[src/rtl/rr_valid_ready_arb.sv]
// rr_valid_ready_arb
//
// Round-robin arbiter that merges NUM_REQ upstream valid/ready requesters
// onto one downstream valid/ready channel. The output is a single fully
// registered slot. With ready_down held high it moves one word per cycle.
//
// Ports:
//   sys_clk     - single clock, all state updates on the rising edge
//   sys_rst_n   - asynchronous assert, active-low reset
//   valid_up    - per-requester valid
//   data_up     - packed payloads; requester i owns [i*DATA_W +: DATA_W]
//   ready_up    - per-requester ready (combinational, one-hot or zero)
//   valid_down  - registered output valid
//   data_down   - registered output payload
//   grant_id    - registered index of the requester whose word is in data_down
//   ready_down  - downstream ready
//
// ID_W must equal ceil(log2(NUM_REQ)).

module rr_valid_ready_arb #(
    parameter int NUM_REQ = 4,
    parameter int DATA_W  = 3,
    parameter int ID_W    = 2
) (
    input  logic                      sys_clk,
    input  logic                      sys_rst_n,
    input  logic [NUM_REQ-1:0]        valid_up,
    input  logic [NUM_REQ*DATA_W-1:0] data_up,
    output logic [NUM_REQ-1:0]        ready_up,
    output logic                      valid_down,
    output logic [DATA_W-1:0]         data_down,
    output logic [ID_W-1:0]           grant_id,
    input  logic                      ready_down
);

    logic [ID_W-1:0]   rr_ptr;
    logic [ID_W-1:0]   winner;
    logic [ID_W-1:0]   next_ptr;
    logic [DATA_W-1:0] winner_data;
    logic              any_req;
    logic              load_en;
    logic              found;
    int                idx;

    // The slot can take a new word when it is empty or is being drained
    // in this same cycle. This is the only path from ready_down to
    // ready_up. ready_down never reaches the slot registers combinationally.
    assign load_en = !valid_down || ready_down;
    assign any_req = |valid_up;

    // Scan the requesters starting at rr_ptr and wrap modulo NUM_REQ.
    // The index is folded back explicitly because NUM_REQ need not be a
    // power of two. The first valid requester found wins.
    always_comb begin
        winner = '0;
        found  = 1'b0;
        idx    = 0;
        for (int k = 0; k < NUM_REQ; k++) begin
            idx = int'(rr_ptr) + k;
            if (idx >= NUM_REQ) begin
                idx = idx - NUM_REQ;
            end
            if (!found && valid_up[idx]) begin
                found  = 1'b1;
                winner = ID_W'(idx);
            end
        end
    end

    assign winner_data = data_up[int'(winner)*DATA_W +: DATA_W];

    // The pointer moves past the winner so that the winner becomes the
    // lowest priority next time. The wrap happens at NUM_REQ, not at 2^ID_W.
    always_comb begin
        if (int'(winner) == NUM_REQ - 1) begin
            next_ptr = '0;
        end else begin
            next_ptr = winner + ID_W'(1);
        end
    end

    // Only the winner sees ready, and only when the slot can accept a word.
    // Payload data never affects ready.
    always_comb begin
        ready_up = '0;
        if (load_en && any_req) begin
            ready_up[winner] = 1'b1;
        end
    end

    // Output slot and rotation pointer. A load overwrites a draining word
    // on the same edge, so back-to-back transfers leave no bubble. When the
    // slot is stalled (full and ready_down low), everything holds.
    always_ff @(posedge sys_clk or negedge sys_rst_n) begin
        if (!sys_rst_n) begin
            valid_down <= 1'b0;
            data_down  <= '0;
            grant_id   <= '0;
            rr_ptr     <= '0;
        end else if (load_en) begin
            if (any_req) begin
                valid_down <= 1'b1;
                data_down  <= winner_data;
                grant_id   <= winner;
                rr_ptr     <= next_ptr;
            end else begin
                valid_down <= 1'b0;
            end
        end
    end

endmodule

[config.mk]
export PLATFORM = sky130hd
export DESIGN_NAME = rr_valid_ready_arb
export DESIGN_NICKNAME = d
export VERILOG_FILES = /design/src/rtl/rr_valid_ready_arb.sv
export SDC_FILE = /design/constraint.sdc
export NUM_CORES = 1
export LEC_CHECK = 0
export CORE_MARGIN = 4
export CORE_UTILIZATION = 39
export CTS_BUF_LIST = sky130_fd_sc_hd__clkbuf_8
export DETAILED_ROUTE_END_ITERATION = 12
export PLACE_DENSITY_LB_ADDON = 0.12
export SLEW_MARGIN = 20
export SYNTH_ARGS = -nofsm -noshare
export SYNTH_HDL_FRONTEND = slang
export SYNTH_SLANG_ARGS = --single-unit
[constraint.sdc]
create_clock -name sys_clk -period 2.3 [get_ports sys_clk]
set_clock_uncertainty 0.15 [all_clocks]
set_input_delay 0.345 -clock sys_clk [delete_from_list [all_inputs] [get_ports sys_clk]]
set_output_delay 0.345 -clock sys_clk [all_outputs]
set_load 0.02 [all_outputs]
# After elaboration in Yosys (flattened, before gate mapping)
# Index checks and enable logic that the tools add are counted.
# op_classes
n_reduce_logical,12
bitwise_logic,0
mux,28
addsub,8
n_lt_le_gt_ge,10
div,0
eq_ne,1
multipliers,1
shift,1
# ops
op,count
"32-bit by 4-bit < comparator with 1-bit output, second input constant",4
32-bit two-way mux,4
1-bit two-way mux,13
12-bit by 5-bit variable part select with 3-bit output,1
"3-bit by 3-bit subtractor with 4-bit output, second input constant",3
2-bit two-way mux,5
"3-bit greater-or-equal comparator, second input constant",3
1-bit binary-select mux with 2-bit select,4
"2-bit by 2-bit adder with 3-bit output, second input constant",2
1-bit logical AND,5
1-bit zero test,4
"2-bit by 2-bit multiplier with 4-bit output, second input constant",1
4-bit two-way mux,1
4-bit OR reduction,1
"2-bit by 3-bit subtractor with 4-bit output, second input constant",1
"2-bit by 1-bit adder with 3-bit output, second input constant",1
"2-bit by 3-bit greater-or-equal comparator with 1-bit output, second input constant",1
"2-bit by 3-bit < comparator with 1-bit output, second input constant",1
"2-bit by 1-bit adder with 2-bit output, second input constant",1
1-bit demux with 2-bit select,1
"2-bit by 1-bit equality test with 1-bit output, second input constant",1
"2-bit by 1-bit greater-or-equal comparator with 1-bit output, second input constant",1
2-bit AND reduction,1
1-bit logical OR,1
# word_totals
elab_cells,65
latch_bits,0
register_bits,8
ramBits,0
input_bits,19
mem_count,0
rom_bits,0

# Logic depth before layout (Yosys ltp)
# logic_depth
depth_word,20
ltp_mapped,8

# Worst setup path before layout
# OpenSTA, ideal clock, no wires.
# synth_path
path_kind,input-to-output
startpoint,input valid_up[0]
endpoint,output ready_up[3]
path_buffers,1
setup_slack_ns,0.246
t_arrival_ns,1.559
path_stages,7
cell_sequence,nor2b_1 or4_1 o21a_1 buf_6 clkinv_4 ha_1 and2_1
# synth_via
elab_chain_cells,18
word_cells_on_any_way,33
classes_between,order compare: 2; mux: 22; reduce/logical: 9
# synth_rtl
element,line_no,text
"start, declared",27,"input logic [NUM_REQ-1:0] valid_up,"
1-bit binary-select mux with 2-bit select,63,if (!found && valid_up[idx]) begin
1-bit two-way mux (not written as such) (2 in a row),63,
1-bit two-way mux,63,
1-bit zero test,63,
1-bit logical AND,63,
1-bit two-way mux,63,
1-bit zero test,63,
1-bit logical AND,63,
1-bit two-way mux,63,
1-bit zero test,63,
1-bit logical AND,63,
2-bit two-way mux,63,
2-bit by 3-bit < comparator with 1-bit output (not written as such) / 2-bit by 1-bit greater-or-equal comparator with 1-bit output (equally long branches),87,ready_up[winner] = 1'b1;
1-bit logical AND (not written as such),87,
1-bit two-way mux (not written as such),87,
1-bit demux with 2-bit select,87,
4-bit two-way mux (*),86,if (load_en && any_req) begin
"end, declared",29,"output logic [NUM_REQ-1:0] ready_up,"
# Mark *: on every way between the ends. The rest lies on a longest branch, timed or not. The select of a mux whose other input is x is not followed.

# Worst setup path after layout
# layout_path
startpoint,input valid_up[2]
endpoint,output ready_up[3]
# The elaborated chain is that of the path after synthesis.

==> metrics.md <==
| Metric | Value |
|---|---|
| Fillers | 77 |
| #FFs+latches synth | 8 |
| Root Driver | clkbuf_8 |
| Initial Utilization | 44.0% |
| Max-cap violations | 0 |
| HP Class | input pin to asynchronous set/reset pin |
| Pwr Density | 960 nW/µm² |
| Cts bufs inserted | 3 |
| Initial DRC Count | 14 |
| Die Span X | 44.6 µm |
| Clock Pin Slew Worst Setup and Hold Paths | 40 ps |
| Post-synth EDFFs | 0 |
| Fmax | 443 MHz |
| Final hold vios | 0 |
| Core Region | 1190 µm² |
| Clock Latency Late Sink | 220 ps |
| Yosys warnings | 0 |
| Antenna cells | 0 |
| Post-synth top area share | 38.4% |
| Area occupied by multi-input gates | 324 µm² |
| Cell Area, Synth | 522 µm² |
| Final Instance Area | 1000 µm² |
| Async set-reset flop share out of synthesis | 100% |
| Top post-synthesis cells by area | dfrtp_1 38%, nand2_1 10%, mux2i_1 9.6% |
| Total GRT Usage | 17.9% |
| Sequential element share of the synthesized area | 38.4% |
| Layout cell share with drive strength beyond 1 | 32.1% |
| Tcrit/Tclk final | 98.2% |
| Synthesis-to-finish area growth | 91.6% |
| Residual DRC | 0 |
| Number of antenna violations at the first check in global routing | 0 |
| Mapped Cells | 59 |
| Ys flop type | dfrtp_1 |
| Vias in the first global route | 600 |
| Max H-tree Level | 1 |
| Fin nets | 128 |
| CTS sink count | 8 |
| Avg Vias per Cell | 5.17 |
| Largest net degree at the start of global routing | 9 |
| Dominant cell type by area after synthesis | dfrtp_1 |
| Crit Path Class | input pin to primary output |
| Ports | 29 |
| Global-route wire length before repair | 2590 µm |
| Slowest Stage Delay on Critical Path | 460 ps |
| Crit path buffers/inverters | 3 |
| Final WS setup | 40.3 ps |
| Crit path time final | 2260 ps |
| P_leak | 0.490 nW |
| # rows | 12 |
| Worst Hold Slack | 249 ps |
| DIE HEIGHT | 44.6 µm |
| Post-Syn Nets | 79 |
| Gpl congestion | 0.744 |
| Status | completed |
| Via Count | 620 |
| Post-DRT Antenna Nets | 0 |
| Slowest cell on the critical path | or4_1 |
| Post-CTS setup buffers | 0 |
| Largest fanout on the critical path | 2 |
| DP HPWL | 1290 µm |
| WL final | 1680 µm |
| Syn_area_per_cell | 8.84 µm² |
| First-pass DRT Iterations | 4 |
| PortBufs | 28 |
| Seq. cell area | 200 µm² |
| Critical Path End Type | primary output |
| Pre-CTS WS | -637 ps |
| Req. time, crit path | 1800 ps |
| Number of library cell types mapped by synthesis | 25 |
| Clock Path Buffers | 2 |
| Finished Core Util | 84.3% |
| Die area | 1990 µm² |
| Placed Area | 936 µm² |
| CP top delay family | simple AND/OR/NAND/NOR gates |
| Worst slew pin tran | 356 ps |
| CTS tree | built |
| Setup violations, final | 0 |
| Crit path DAT | 1760 ps |
| Critical Path Start Type | input pin |
| Total grt overflow | 0 |
| Max-slew violation count | 0 |
| Max_slew headroom | 76.2% |
| Crit-path cells | dlygate4sd2_1 -> nor2b_4 -> or4_1 -> o21a_1 -> clkinv_4 -> ha_4 -> and2_4 -> buf_6 |
| Max VDD drop | 0.643 mV |
| Routed length per placed instance | 14.0 µm |
==> flip-flops by register name (all words and copies together) (netlist names) <==
register and flops:
data_down 3, valid_down 1, rr_ptr 2, grant_id 2
==> power breakdown <==
| group | internal, mW | total [mW] | switching, mW |
|---|---|---|---|
| clock network | 0.113 | 0.164 | 0.0508 |
| logic | 0.296 | 0.572 | 0.276 |
| registers | 0.194 | 0.224 | 0.0299 |
| total | 0.603 | 0.960 | 0.357 |
==> synth_stat cells, types with 2 or more instances <==
cell,instances
nor2_1,5
dfrtp_1,8
o221ai_1,2
nand2_1,14
nor2b_1,2
inv_1,3
mux2i_1,5
o21ai_0,3
==> layer usage <==
layer	share of wire [%]	global-route usage, %	routed length, µm	up-vias
li1	-	-	-	303
met1	41	21.1	688	292
met2	50	30.7	841	23
met3	7.8	2.44	130	2
met4	1.0	10.2	17	0
met5	0	0	0	-
==> cells in the final DEF (no fill, tap or decap), drive strengths merged <==
cell,count
or3b,1
or4,1
buf,21
dlygate4sd2,3
dfrtp,8
a211o,1
clkdlybuf4s50,20
a22o,1
nor2b,2
and2,1
clkdlybuf4s15,1
o21ba,1
nor2,5
a21boi,1
nand2,15
inv,3
a21oi,1
nor4,1
clkinv,1
o21ai,3
o21a,1
o221ai,2
clkbuf,3
o211ai,1
ha,1
mux2i,5
a221oi,1
a21o,1
==> path summary, 6_finish.rpt <==
check                                         from                        to  slack (ps)  cells after the start
max in group asynchronous                sys_rst_n     rr_ptr[1]$_DFFE_PN0P_        1490                      1
hold / removal                           sys_rst_n  data_down[0]$_DFFE_PN0P_         250                      1
setup / recovery                       valid_up[2]               ready_up[3]          40                      8
min in group sys_clk       grant_id[0]$_DFFE_PN0P_   grant_id[0]$_DFFE_PN0P_         330                      2
hold reg to reg            grant_id[0]$_DFFE_PN0P_   grant_id[0]$_DFFE_PN0P_         330                      2
setup reg to reg             rr_ptr[1]$_DFFE_PN0P_  data_down[2]$_DFFE_PN0P_         500                      5
==> timing repair <==
action                     CTS  global route
resized for setup           29             4
pin swaps                    0             1
setup endpoints to repair    4             4
hold buffers                 0             0
==> worst reg2reg max path, delay by kind of cell, from the launching register on <==
kind / cells / cell delay (ps)
AO/OA/AOI/OAI: 2 / 320
buffers and inverters: 1 / 150
flip-flops: 1 / 370
multiplexers: 1 / 160
AND/OR/NAND/NOR: 1 / 520
==> per-stage QoR <==
stage / TNS (ps) / cells / power [mW]
2_1_floorplan: 0 / 59 / 0.505
3_3_place_gp: -2280 / 117 / 0.751
3_5_place_dp: -2340 / 117 / 0.764
4_1_cts: 0 / 120 / 0.944
5_1_grt: -1.69 / 120 / 1.02
6_report: 0 / 120 / 0.960
==> cell type report <==
cell class	count	share of cell area, %
Timing Repair Buffer	45	39.7
Multi-Input combinational cell	46	32.4
Sequential cell	8	20.0
Clock buffer	3	4.13
Inverter	4	2.00
Tap cell	14	1.75
==> cells by family (layout without fill, tap and decap cells) <==
family          Yosys count  after routing  share of synthesized area, %
compound gates           14             14                          20.9
fa+ha+maj                 1              1                          2.40
buf+inv                   5             52                          6.00
flops                     8              8                          38.4
mux                       5              5                          9.59
simple gates             26             26                          22.8
Power figures use the tool's default switching activity.
